$ cat config.mk
export PLATFORM = sky130hd
export DESIGN_NAME = twin_reg_sched
export DESIGN_NICKNAME = d
export VERILOG_FILES = /design/src/rtl/twin_reg_sched_pkg.sv /design/src/rtl/twin_reg_sched_rr_arb2.sv /design/src/rtl/twin_reg_sched.sv
export SDC_FILE = /design/constraint.sdc
export NUM_CORES = 1
export LEC_CHECK = 0
export CORE_MARGIN = 2
export CORE_UTILIZATION = 35
export DETAILED_ROUTE_END_ITERATION = 7
export PLACE_DENSITY = 0.79
export SLEW_MARGIN = 20
export SYNTH_ARGS = -nofsm -noshare
export SYNTH_HDL_FRONTEND = slang
export SYNTH_SLANG_ARGS = --single-unit
$ cat constraint.sdc
create_clock -name clk -period 1.87 [get_ports clk]
set_clock_uncertainty 0.15 [all_clocks]
set_input_delay 0.187 -clock clk [delete_from_list [all_inputs] [get_ports clk]]
set_output_delay 0.187 -clock clk [all_outputs]
set_load 0.01 [all_outputs]
$ cat src/rtl/twin_reg_sched_pkg.sv
// twin_reg_sched_pkg
// Shared definitions for the twin register scheduler:
//   - state_t and the FSM state constants (ST_ARB, ST_CLR1, ST_CLR2)
//   - requester ids (REQ_A, REQ_B), which are also grant-vector bit positions
//   - slot ids (SLOT_Q1, SLOT_Q2), matching the requesters' dest encoding
package twin_reg_sched_pkg;

  typedef logic [1:0] state_t;

  localparam state_t ST_ARB  = 2'd0;
  localparam state_t ST_CLR1 = 2'd1;
  localparam state_t ST_CLR2 = 2'd2;

  localparam logic REQ_A = 1'b0;
  localparam logic REQ_B = 1'b1;

  localparam logic SLOT_Q1 = 1'b0;
  localparam logic SLOT_Q2 = 1'b1;

endpackage

$ cat src/rtl/twin_reg_sched_rr_arb2.sv
// rr_arb2
// Two-way round-robin arbiter. Purely combinational.
//   req[1:0]   : request vector, bit REQ_A = A, bit REQ_B = B
//   en         : when low, no grant is issued
//   last_grant : id of the requester granted most recently (held by the parent)
//   gnt[1:0]   : one-hot grant, or zero
// On a tie the requester that is not last_grant wins. A grant is only
// issued to a requester whose req bit is set.
module rr_arb2
  import twin_reg_sched_pkg::*;
(
  input  logic [1:0] req,
  input  logic       en,
  input  logic       last_grant,
  output logic [1:0] gnt
);

  always_comb begin
    gnt = 2'b00;
    if (en) begin
      unique case (req)
        2'b01:   gnt = 2'b01;
        2'b10:   gnt = 2'b10;
        2'b11:   gnt = (last_grant == REQ_B) ? 2'b01 : 2'b10;
        default: gnt = 2'b00;
      endcase
    end
  end

endmodule

$ cat src/rtl/twin_reg_sched.sv
// twin_reg_sched
// Scheduler and controller for a shared pair of WIDTH-bit slots
// (slot 0 -> q1, slot 1 -> q2). Requesters A and B write through
// valid/ready handshakes with round-robin fairness; clr_req starts a
// two-cycle clear (q1 first, then q2).
//
// Ports:
//   clk, rst                 clock, synchronous active-high reset
//   a_valid/a_dest/a_data    requester A write request
//   a_ready                  A accepted this cycle (combinational)
//   b_valid/b_dest/b_data    requester B write request
//   b_ready                  B accepted this cycle (combinational)
//   clr_req                  clear request, sampled in ARB only
//   clr_busy                 high in CLR1 and CLR2
//   q1, q2                   slot contents (registered)
//   upd1, upd2               one-cycle pulse with each newly written value
//   dbg_state                current FSM state (ST_ARB / ST_CLR1 / ST_CLR2)
//
// Handshake: a transfer happens in a cycle where valid && ready. ready is
// never raised without valid; the requester keeps dest and data stable
// while valid is high and ready is low.
//
// Build option: TWIN_REG_SCHED_DUAL_EN lets A and B both be granted in one
// ARB cycle when they target different slots (last_grant is left alone).
module twin_reg_sched
  import twin_reg_sched_pkg::*;
#(
  parameter int WIDTH = 8
) (
  input  logic             clk,
  input  logic             rst,
  input  logic             a_valid,
  input  logic             a_dest,
  input  logic [WIDTH-1:0] a_data,
  output logic             a_ready,
  input  logic             b_valid,
  input  logic             b_dest,
  input  logic [WIDTH-1:0] b_data,
  output logic             b_ready,
  input  logic             clr_req,
  output logic             clr_busy,
  output logic [WIDTH-1:0] q1,
  output logic [WIDTH-1:0] q2,
  output logic             upd1,
  output logic             upd2,
  output state_t           dbg_state
);

  state_t     state;
  state_t     state_nxt;
  logic       last_grant;
  logic       arb_en;
  logic       dual;
  logic [1:0] gnt;
  logic       wr_a;
  logic       wr_b;
  logic       wr_q1;
  logic       wr_q2;
  logic [WIDTH-1:0] d_q1;
  logic [WIDTH-1:0] d_q2;

  // Grants only in ARB without a pending clear; rst also suppresses ready
  // so nothing looks accepted during reset.
  assign arb_en = !rst && (state == ST_ARB) && !clr_req;

  rr_arb2 u_arb (
    .req        ({b_valid, a_valid}),
    .en         (arb_en),
    .last_grant (last_grant),
    .gnt        (gnt)
  );

`ifdef TWIN_REG_SCHED_DUAL_EN
  assign dual = arb_en && a_valid && b_valid && (a_dest != b_dest);
`else
  assign dual = 1'b0;
`endif

  assign a_ready = gnt[REQ_A] | dual;
  assign b_ready = gnt[REQ_B] | dual;

  assign wr_a = a_valid && a_ready;
  assign wr_b = b_valid && b_ready;

  // The arbiter never lets two writes land on the same slot in one cycle.
  assign wr_q1 = (wr_a && a_dest == SLOT_Q1) || (wr_b && b_dest == SLOT_Q1);
  assign wr_q2 = (wr_a && a_dest == SLOT_Q2) || (wr_b && b_dest == SLOT_Q2);
  assign d_q1  = (wr_a && a_dest == SLOT_Q1) ? a_data : b_data;
  assign d_q2  = (wr_a && a_dest == SLOT_Q2) ? a_data : b_data;

  always_comb begin
    state_nxt = state;
    unique case (state)
      ST_ARB:  state_nxt = clr_req ? ST_CLR1 : ST_ARB;
      ST_CLR1: state_nxt = ST_CLR2;
      ST_CLR2: state_nxt = ST_ARB;
      default: state_nxt = ST_ARB;
    endcase
  end

  always_ff @(posedge clk) begin
    if (rst) begin
      state      <= ST_ARB;
      last_grant <= REQ_B;
      q1         <= '0;
      q2         <= '0;
      upd1       <= 1'b0;
      upd2       <= 1'b0;
    end else begin
      state <= state_nxt;
      upd1  <= wr_q1;
      upd2  <= wr_q2;
      // Writes and clears never coincide: no grants outside ARB.
      if (wr_q1)                 q1 <= d_q1;
      else if (state == ST_CLR1) q1 <= '0;
      if (wr_q2)                 q2 <= d_q2;
      else if (state == ST_CLR2) q2 <= '0;
      // A dual grant keeps the round-robin pointer where it was.
      if ((|gnt) && !dual)
        last_grant <= gnt[REQ_B] ? REQ_B : REQ_A;
    end
  end

  assign clr_busy  = (state == ST_CLR1) || (state == ST_CLR2);
  assign dbg_state = state;

endmodule

---- Yosys cells after proc, flatten, opt, wreduce, memory -nomap -nowiden ----
Cells that the tools add are included.
word-level totals
  flip-flop bits (word level) ............. 21
  output and inout port bits .............. 23
  word-level logic and storage cells ...... 42
cells by class
  equality and inequality tests ........... 5
  multiplexer cells ....................... 12
  bitwise gates (word level) .............. 2
  reductions and logical operators ........ 17
operator list
  operator              number
  $mux W8               6
  $logic_and A1 B1 Y1   8
  $eq A2 B2 Y1 const B  3
  $pmux W2 S3           1
  $eq A2 B1 Y1 const B  2
  $mux W2               2
  $pmux W2 S2           1
  $reduce_bool A2 Y1    2
  $logic_or A1 B1 Y1    3
  $logic_not A1 Y1      2
  $logic_not A2 Y1      1
  $mux W1               2
  $not A1 Y1            2
  $reduce_or A2 Y1      1

---- Logic depth before layout (Yosys ltp) ----
Gate-level depths: netlist (run 1).
  word-level depth ........................ 8
  depth in mapped cells ................... 8
  mapped depth without buffers ............ 7

---- By module ----
Synthesis (run 1) repeated with hierarchy kept, for this count alone.
second synthesis, totals
  cells, all modules ...................... 118
  area total of the unflattened synthesis .. 1,082.3 um^2
by module, submodules not included
  module          times used  cells an instance  area each (um^2)  seq. area each (um^2)
  twin_reg_sched  1           113                1,061.0           420.4
  rr_arb2         1           5                  21.3              0.0

---- Worst setup path before layout (run 1) ----
OpenSTA, ideal clock, no wires.
  path type ............................... register to register
  from .................................... register state[0], in the netlist dbg_state[0]
  to ...................................... register q2[0]
  arrival ................................. 1,734 ps
  setup slack ............................. -85 ps
  stages on the path, launching flop included .. 8
  path buffers ............................ 1
  path through ............................ dfxtp_1 -> inv_1 -> ha_1 -> nor3b_2 -> and4_4 -> buf_6 -> a2111oi_4 -> o2bb2ai_1
on the way
  word-level cells in the longest chain between the ends .. 8
  elaborated cells on any way between the ends .. 13
  those cells by class .................... eq/ne: 1; mux: 3; reduce/logical: 9
ends and longest elaborated chain
  element                                               RTL line                                    text
  start, declared                                       twin_reg_sched.sv:49                        state_t state;
  start signal, assigned                                twin_reg_sched.sv:110                       state <= state_nxt;
  $logic_not A2 Y1                                      twin_reg_sched.sv:64                        assign arb_en = !rst && (state == ST_ARB) && !clr_req;
  $logic_and A1 B1 Y1 (2 in a row)                      twin_reg_sched.sv:64
  $mux W2                                               twin_reg_sched_rr_arb2.sv:20                if (en) begin
  $logic_and A1 B1 Y1, on equally long branches         twin_reg_sched.sv:82, twin_reg_sched.sv:83
  $logic_and A1 B1 Y1, on equally long branches         twin_reg_sched.sv:87, twin_reg_sched.sv:89
  $mux W8 / $logic_or A1 B1 Y1 (equally long branches)  twin_reg_sched.sv:89, twin_reg_sched.sv:87
  $mux W8 / $reduce_bool A2 Y1 (equally long branches)  --
  end signal, assigned                                  twin_reg_sched.sv:116                       if (wr_q2) q2 <= d_q2;
  end, declared                                         twin_reg_sched.sv:43                        output logic [WIDTH-1:0] q2,
Parallel ways exist; a longest one is shown, timed or not.
A chain may end at the register's enable or synchronous reset.

---- Worst setup path in the final report (run 1) ----
  from .................................... register state[1], in the netlist dbg_state[1]
  to ...................................... register q1[2]
on the way
  word-level cells in the longest chain between the ends .. 8
  elaborated cells on any way between the ends .. 13
  those cells by class .................... eq/ne: 1; mux: 3; reduce/logical: 9
ends and longest elaborated chain
  element                                               RTL line                                    text
  $logic_not A2 Y1                                      twin_reg_sched.sv:64
  $logic_and A1 B1 Y1 (2 in a row)                      twin_reg_sched.sv:64
  $mux W2                                               twin_reg_sched_rr_arb2.sv:20
  $logic_and A1 B1 Y1, on equally long branches         twin_reg_sched.sv:82, twin_reg_sched.sv:83
  $logic_and A1 B1 Y1, on equally long branches         twin_reg_sched.sv:86, twin_reg_sched.sv:88
  $mux W8 / $logic_or A1 B1 Y1 (equally long branches)  twin_reg_sched.sv:88, twin_reg_sched.sv:86
  $mux W8 / $reduce_bool A2 Y1 (equally long branches)  --
  end signal, assigned                                  twin_reg_sched.sv:114                       if (wr_q1) q1 <= d_q1;
  end, declared                                         twin_reg_sched.sv:42                        output logic [WIDTH-1:0] q1,
Parallel ways exist; a longest one is shown, timed or not.

==> results of run 1 <==
[state kept, by name, summed over array words and instances (netlist names)]
register,cells
upd1,1
last_grant,1
q1,8
q2,8
upd2,1
dbg_state,2
[Yosys cell counts]
cell / instances
and4_4: 1
nor2_1: 2
mux2i_1: 16
o21a_1: 1
buf_6: 1
and3_1: 1
nand3_1: 1
ha_1: 3
o211a_1: 1
or2b_1: 1
inv_2: 2
nand4b_1: 1
o2bb2ai_1: 16
a2111oi_4: 1
and3b_2: 1
buf_2: 1
a21oi_2: 1
nor3b_2: 1
dfxtp_1: 21
clkbuf_1: 2
o21ai_0: 1
nand2_1: 1
and2b_1: 1
inv_1: 4
[final cells by class]
class	count	share of cell area [%]
Clock buffer	4	1.67
Timing Repair Buffer	57	34.5
Sequential cell	21	26.8
Tap cell	30	2.38
Multi-Input combinational cell	52	33.2
Inverter	6	1.43
[metrics by stage]
stage | instance area [sq um] | setup WS, ns | hold slack (ns)
after global placement | 1480 | -0.0958 | 0.299
after global routing | 1580 | -0.0308 | 0.351
after CTS | 1550 | 0.00568 | 0.330
final | 1580 | 0.0381 | 0.328
after detailed placement | 1480 | -0.189 | 0.298
after floorplan | 945 | 0.00581 | 0.140
[power by group]
part | switching [mW] | internal, mW | leakage, nW | total (mW)
clock | 0.130 | 0.0830 | 0.0150 | 0.213
combinational | 0.0873 | 0.132 | 0.468 | 0.219
sequential | 0.0120 | 0.469 | 0.172 | 0.481
total | 0.229 | 0.684 | 0.655 | 0.914
[kinds of logic after synthesis]
| kind of cell | after synthesis | synth area share [%] |
|---|---|---|
| muxes | 16 | 17.0 |
| and+or+nand+nor | 11 | 8.49 |
| buffers and inverters | 10 | 4.91 |
| adders and majority gates | 3 | 3.98 |
| DFF | 21 | 44.6 |
| AOI/OAI and AO/OA | 21 | 21.1 |
[worst min-delay path by stage]
stage | endpoint | slack [ns] | cells past startpoint | start
2_1_floorplan | last_grant$_SDFFE_PP1P_ | 0.14 | 2 | rst
3_3_place_gp | q2[0]$_SDFFE_PP0P_ | 0.30 | 1 | q2[0]$_SDFFE_PP0P_
3_5_place_dp | q1[7]$_SDFFE_PP0P_ | 0.30 | 1 | q1[7]$_SDFFE_PP0P_
4_1_cts | q2[0]$_SDFFE_PP0P_ | 0.33 | 1 | q2[0]$_SDFFE_PP0P_
5_1_grt | q2[5]$_SDFFE_PP0P_ | 0.35 | 1 | q2[5]$_SDFFE_PP0P_
6_report | q1[7]$_SDFFE_PP0P_ | 0.33 | 1 | q1[7]$_SDFFE_PP0P_
[critical path: cells and delay by family (launching register included)]
kind            cells  cell delay [ns]
flops               1             0.34
buf+inv             2             0.21
fa+ha+maj           1             0.13
compound gates      2             0.48
simple gates        2             0.39
[metal layers]
metal  global-route usage [%]  share of wire [%]
met3                     5.12                8.7
met5                        0                  0
met4                     7.48               0.49
met2                     30.3                 48
met1                     20.9                 43
[timing repair]
action | 4_1_cts | 5_1_grt
endpoints found under the setup margin | 18 | 18
cloned | 1 | 0
buffers inserted | 1 | 1
pin swaps | 1 | 5
resized for setup | 14 | 7
==> impl_metrics.ini, run 1 <==
[outcome]
status = complete, no violations

[detailed_routing]
ant_nets = 0
vias_per_cell = 5.19
post_drt_wl_per_cell_microns = 15.7
drt_drc_violations_left = 0
vias = 883
drt-total-wl_mm = 2.67
first_iter_violations = 40
drt_pass1_iterations = 4

[sta]
slew_viol_final = 0
rsz0062_at_grt = yes
slew_headroom_pct = 77.1
max_freq_mhz = 546
finalCritPeriodShare_pct = 98.0
setup_viol = 0
min_period_ns = 1.83
setup_tns_ns = 0
final_hold_viol_count = 0
worst_pin_slew_ns = 0.344

[grt]
antenna_found_initial = 0
grt.total_usage_pct = 17.8
grt_max_degree = 12
overflow = 0
grt_pass1_wl_mm = 4.37
grt_pass1_vias = 995

[setup_path]
rrSetupSlack_ns = 0.04
cp_cell_sequence = inv_2 -> ha_4 -> nor3b_4 -> buf_6 -> nand4b_1 -> o211a_1 -> o2bb2ai_1
cp_slowest_cell = dfxtp_2
cp.arrival_ns = 1.86
critPathKind = flop to flop
critPathLaunchType = flop
slowest_delay_ns = 0.34
r2r_start = dbg_state[1]$_SDFF_PP0_
cp-startpoint = dbg_state[1]$_SDFF_PP0_
worst_setup_path_end_kind = flop
reg2regPathDepth = 7
crit_fanout = 8
reg2reg_to = q1[2]$_SDFFE_PP0P_
required_ns = 1.90
cp-endpoint = q1[2]$_SDFFE_PP0P_

[pwr]
irDropWorstVdd_mv = 0.449
leakage_nw = 0.655
finalPower_uw = 914
pwr_density_cell_mw_per_mm2 = 580

[cts]
root_buffer = clkbuf_4
cts.path.max_buffers = 2
cts_hold_buffers = 0
clk-insertion-delay-late_ns = 0.30
cts.sinks = 21
cts_buffers = 3
path_clk_slew_ns = 0.11
cts_tree = yes
htreeDepth = 1

[final_layout]
final_common_cell = clkdlybuf4s50_1
multi_input_area_sq_um = 523
final_cell_mix = clkdlybuf4s50_1 (42), dfxtp_1 (19), mux2i_1 (16), o2bb2ai_1 (15), buf_4 (10)
drive_gt1_share_pct = 23.6
antenna_cells = 0
layout.area.seq_sq_um = 423
post-route-util_pct = 62.5
fillers = 221
nets = 167
area_growth_pct = 67.0
final_cells = 170

[floorplanning]
coreArea_sq_mm = 0.00252
die_width_microns = 55.9
io_pins = 46
dieArea_sq_mm = 0.00313
start_util_pct = 37.4
num_rows = 18
die_y_microns = 55.9

[placement]
place.detailed.hpwl_mm = 1.94
placed_cells_incl_taps = 163
place_congestion = 0.901
port_buffers = 45

[synth]
synth_top_area_share_pct = 44.6
syn-instance-count = 82
synth_seq_cells = 21
synthDistinctLibCells = 24
avgSynthCellArea_sq_um = 11.5
syn_area_sq_um = 943
syn_nets = 108
synth_area_leaders = dfxtp_1 (45%), mux2i_1 (17%), o2bb2ai_1 (15%)
synth_largest_area_cell = dfxtp_1
seq_area_frac_synth_pct = 44.6
ys.warnings.count = 0

[run]
cap_violations = 0

[min_path]
hold_class = flop to flop
Power figures use the tool's default switching activity.
==> inputs of run 2 (changes only) <==
Settings changed: PLACE_DENSITY 0.79 to 0.73.
==> impl_metrics.ini, run 2 (synthesis results as in run 1) <==
[outcome]
status = complete, but fails checks
violations = setup timing

[detailed_routing]
drt_drc_violations_left = 0
vias_per_cell = 5.18
post_drt_wl_per_cell_microns = 15.4
vias = 897
drt-total-wl_mm = 2.66
first_iter_violations = 17
ant_nets = 0
drt_pass1_iterations = 4

[pwr]
swShare_pct = 25.9
p_int_uw = 699
p_comb_share_pct = 25.8
switching_power_uw = 244
power.share.clock_pct = 23.2
seqPwrFrac_pct = 51.0
finalPower_uw = 943
pwr_density_cell_mw_per_mm2 = 561
irDropWorstVdd_mv = 0.397
leakage_nw = 0.675

[sta]
final_hold_viol_count = 0
slew_headroom_pct = 82.8
setup_ws_ns = -0.0153
finalCritPeriodShare_pct = 101
setup_tns_ns = -0.0403
worst_pin_slew_ns = 0.251
max_freq_mhz = 530
min_period_ns = 1.89
rsz0062_at_grt = yes
setup_viol = 4
slew_viol_final = 0

[setup_path]
critPathKind = flop to flop
required_ns = 1.96
cp.arrival_ns = 1.97
crit_fanout = 8
critPathLaunchType = flop
worst_setup_path_end_kind = flop

[final_layout]
multi_input_area_sq_um = 587
drive_gt1_share_pct = 31.5
final_cells = 173
fillers = 195
final_common_cell = clkdlybuf4s50_1
antenna_cells = 0
nets = 170
layout.area.seq_sq_um = 423
post-route-util_pct = 66.7
final_cell_mix = clkdlybuf4s50_1 (43), dfxtp_1 (19), mux2i_1 (14), o2bb2ai_1 (10), buf_4 (10)
area_growth_pct = 78.4

[grt]
grt.total_usage_pct = 17.3
use_met3_pct = 4.65
overflow = 0
grt_pass1_wl_mm = 4.25
grtUsageMet2_pct = 29.3
grt_busiest_layer = met2
antenna_found_initial = 0
grt_max_degree = 12
use_met1_pct = 22.1
grt_pass1_vias = 933

[run]
cap_violations = 0

[placement]
dp_slack_ns = -0.156
placed_cells_incl_taps = 163
place_congestion = 0.901
place.detailed.hpwl_mm = 1.96
port_buffers = 45

[cts]
path_clk_slew_ns = 0.12
cts_buffers = 3
root_buffer = clkbuf_4
cts.path.max_buffers = 2
cts_hold_buffers = 0
htreeDepth = 1
cts_tree = yes
cts.sinks = 21
clk-insertion-delay-late_ns = 0.30

[min_path]
hold_class = flop to flop

[floorplanning]
io_pins = 46
die_y_microns = 55.9
start_util_pct = 37.4
num_rows = 18
dieArea_sq_mm = 0.00313
die_width_microns = 55.9
coreArea_sq_mm = 0.00252
## run 2: cell types whose count changed in the layout (fill, tap and decap cells not counted), sizes merged
| cell | previous run | this run |
|---|---|---|
| buf | 13 | 17 |
| clkbuf | 5 | 4 |
| clkdlybuf4s50 | 42 | 43 |
| dlygate4sd2 | 1 | 0 |
## run 2: cell type report
cell class | count | share of cell area [%]
tap | 30 | 2.23
clock buffer | 4 | 1.56
multi-input combinational | 52 | 34.9
timing repair buffer | 60 | 34.9
sequential | 21 | 25.1
inverter | 6 | 1.34
## run 2: final timing paths
path | from | to | slack [ns] | depth (start not counted)
setup / recovery | dbg_state[1]$_SDFF_PP0_ | q2[3]$_SDFFE_PP0P_ | -0.02 | 10
hold reg to reg | q1[4]$_SDFFE_PP0P_ | q1[4]$_SDFFE_PP0P_ | 0.32 | 1
setup reg to reg | dbg_state[1]$_SDFF_PP0_ | q2[3]$_SDFFE_PP0P_ | -0.02 | 10
hold / removal | q1[4]$_SDFFE_PP0P_ | q1[4]$_SDFFE_PP0P_ | 0.32 | 1
## run 2: through the flow
step / area [sq um] / hold slack [ns]
after floorplan: 945 / 0.140
after global placement: 1500 / 0.297
after detailed placement: 1500 / 0.298
after CTS: 1610 / 0.328
after global routing: 1680 / 0.336
final: 1680 / 0.323
## run 2: worst max-delay path, stage by stage (launching register included)
cell and delay, ns:
dfxtp_2 0.35, inv_2 0.05, ha_4 0.15, nor3b_4 0.15, buf_4 0.14, nand3_4 0.07, inv_2 0.04, buf_6 0.11
a2111oi_4 0.30, buf_6 0.19, o2bb2ai_1 0.12
## run 2: repair_timing
| item | CTS | global route |
|---|---|---|
| setup buffers | 5 | 1 |
| pin swaps | 4 | 9 |
| cloned | 1 | 0 |
| resized for setup | 18 | 16 |
| setup endpoints to repair | 18 | 20 |
## run 2: layer usage
| layer | vias up | routed length [microns] | part of all wire (%) |
|---|---|---|---|
| li1 | 435 | - | - |
| met1 | 419 | 1160 | 44 |
| met2 | 40 | 1270 | 48 |
| met3 | 3 | 202 | 7.6 |
| met4 | 0 | 17 | 0.64 |
| met5 | - | 0 | 0 |
## run 2: power groups by stage
stage	Sequential, mW	Combinational [mW]	Clock [mW]
2_1_floorplan	0.500	0.0668	0
3_3_place_gp	0.489	0.203	0
6_report	0.482	0.243	0.219
4_1_cts	0.481	0.227	0.222
3_5_place_dp	0.490	0.208	0
5_1_grt	0.484	0.259	0.246
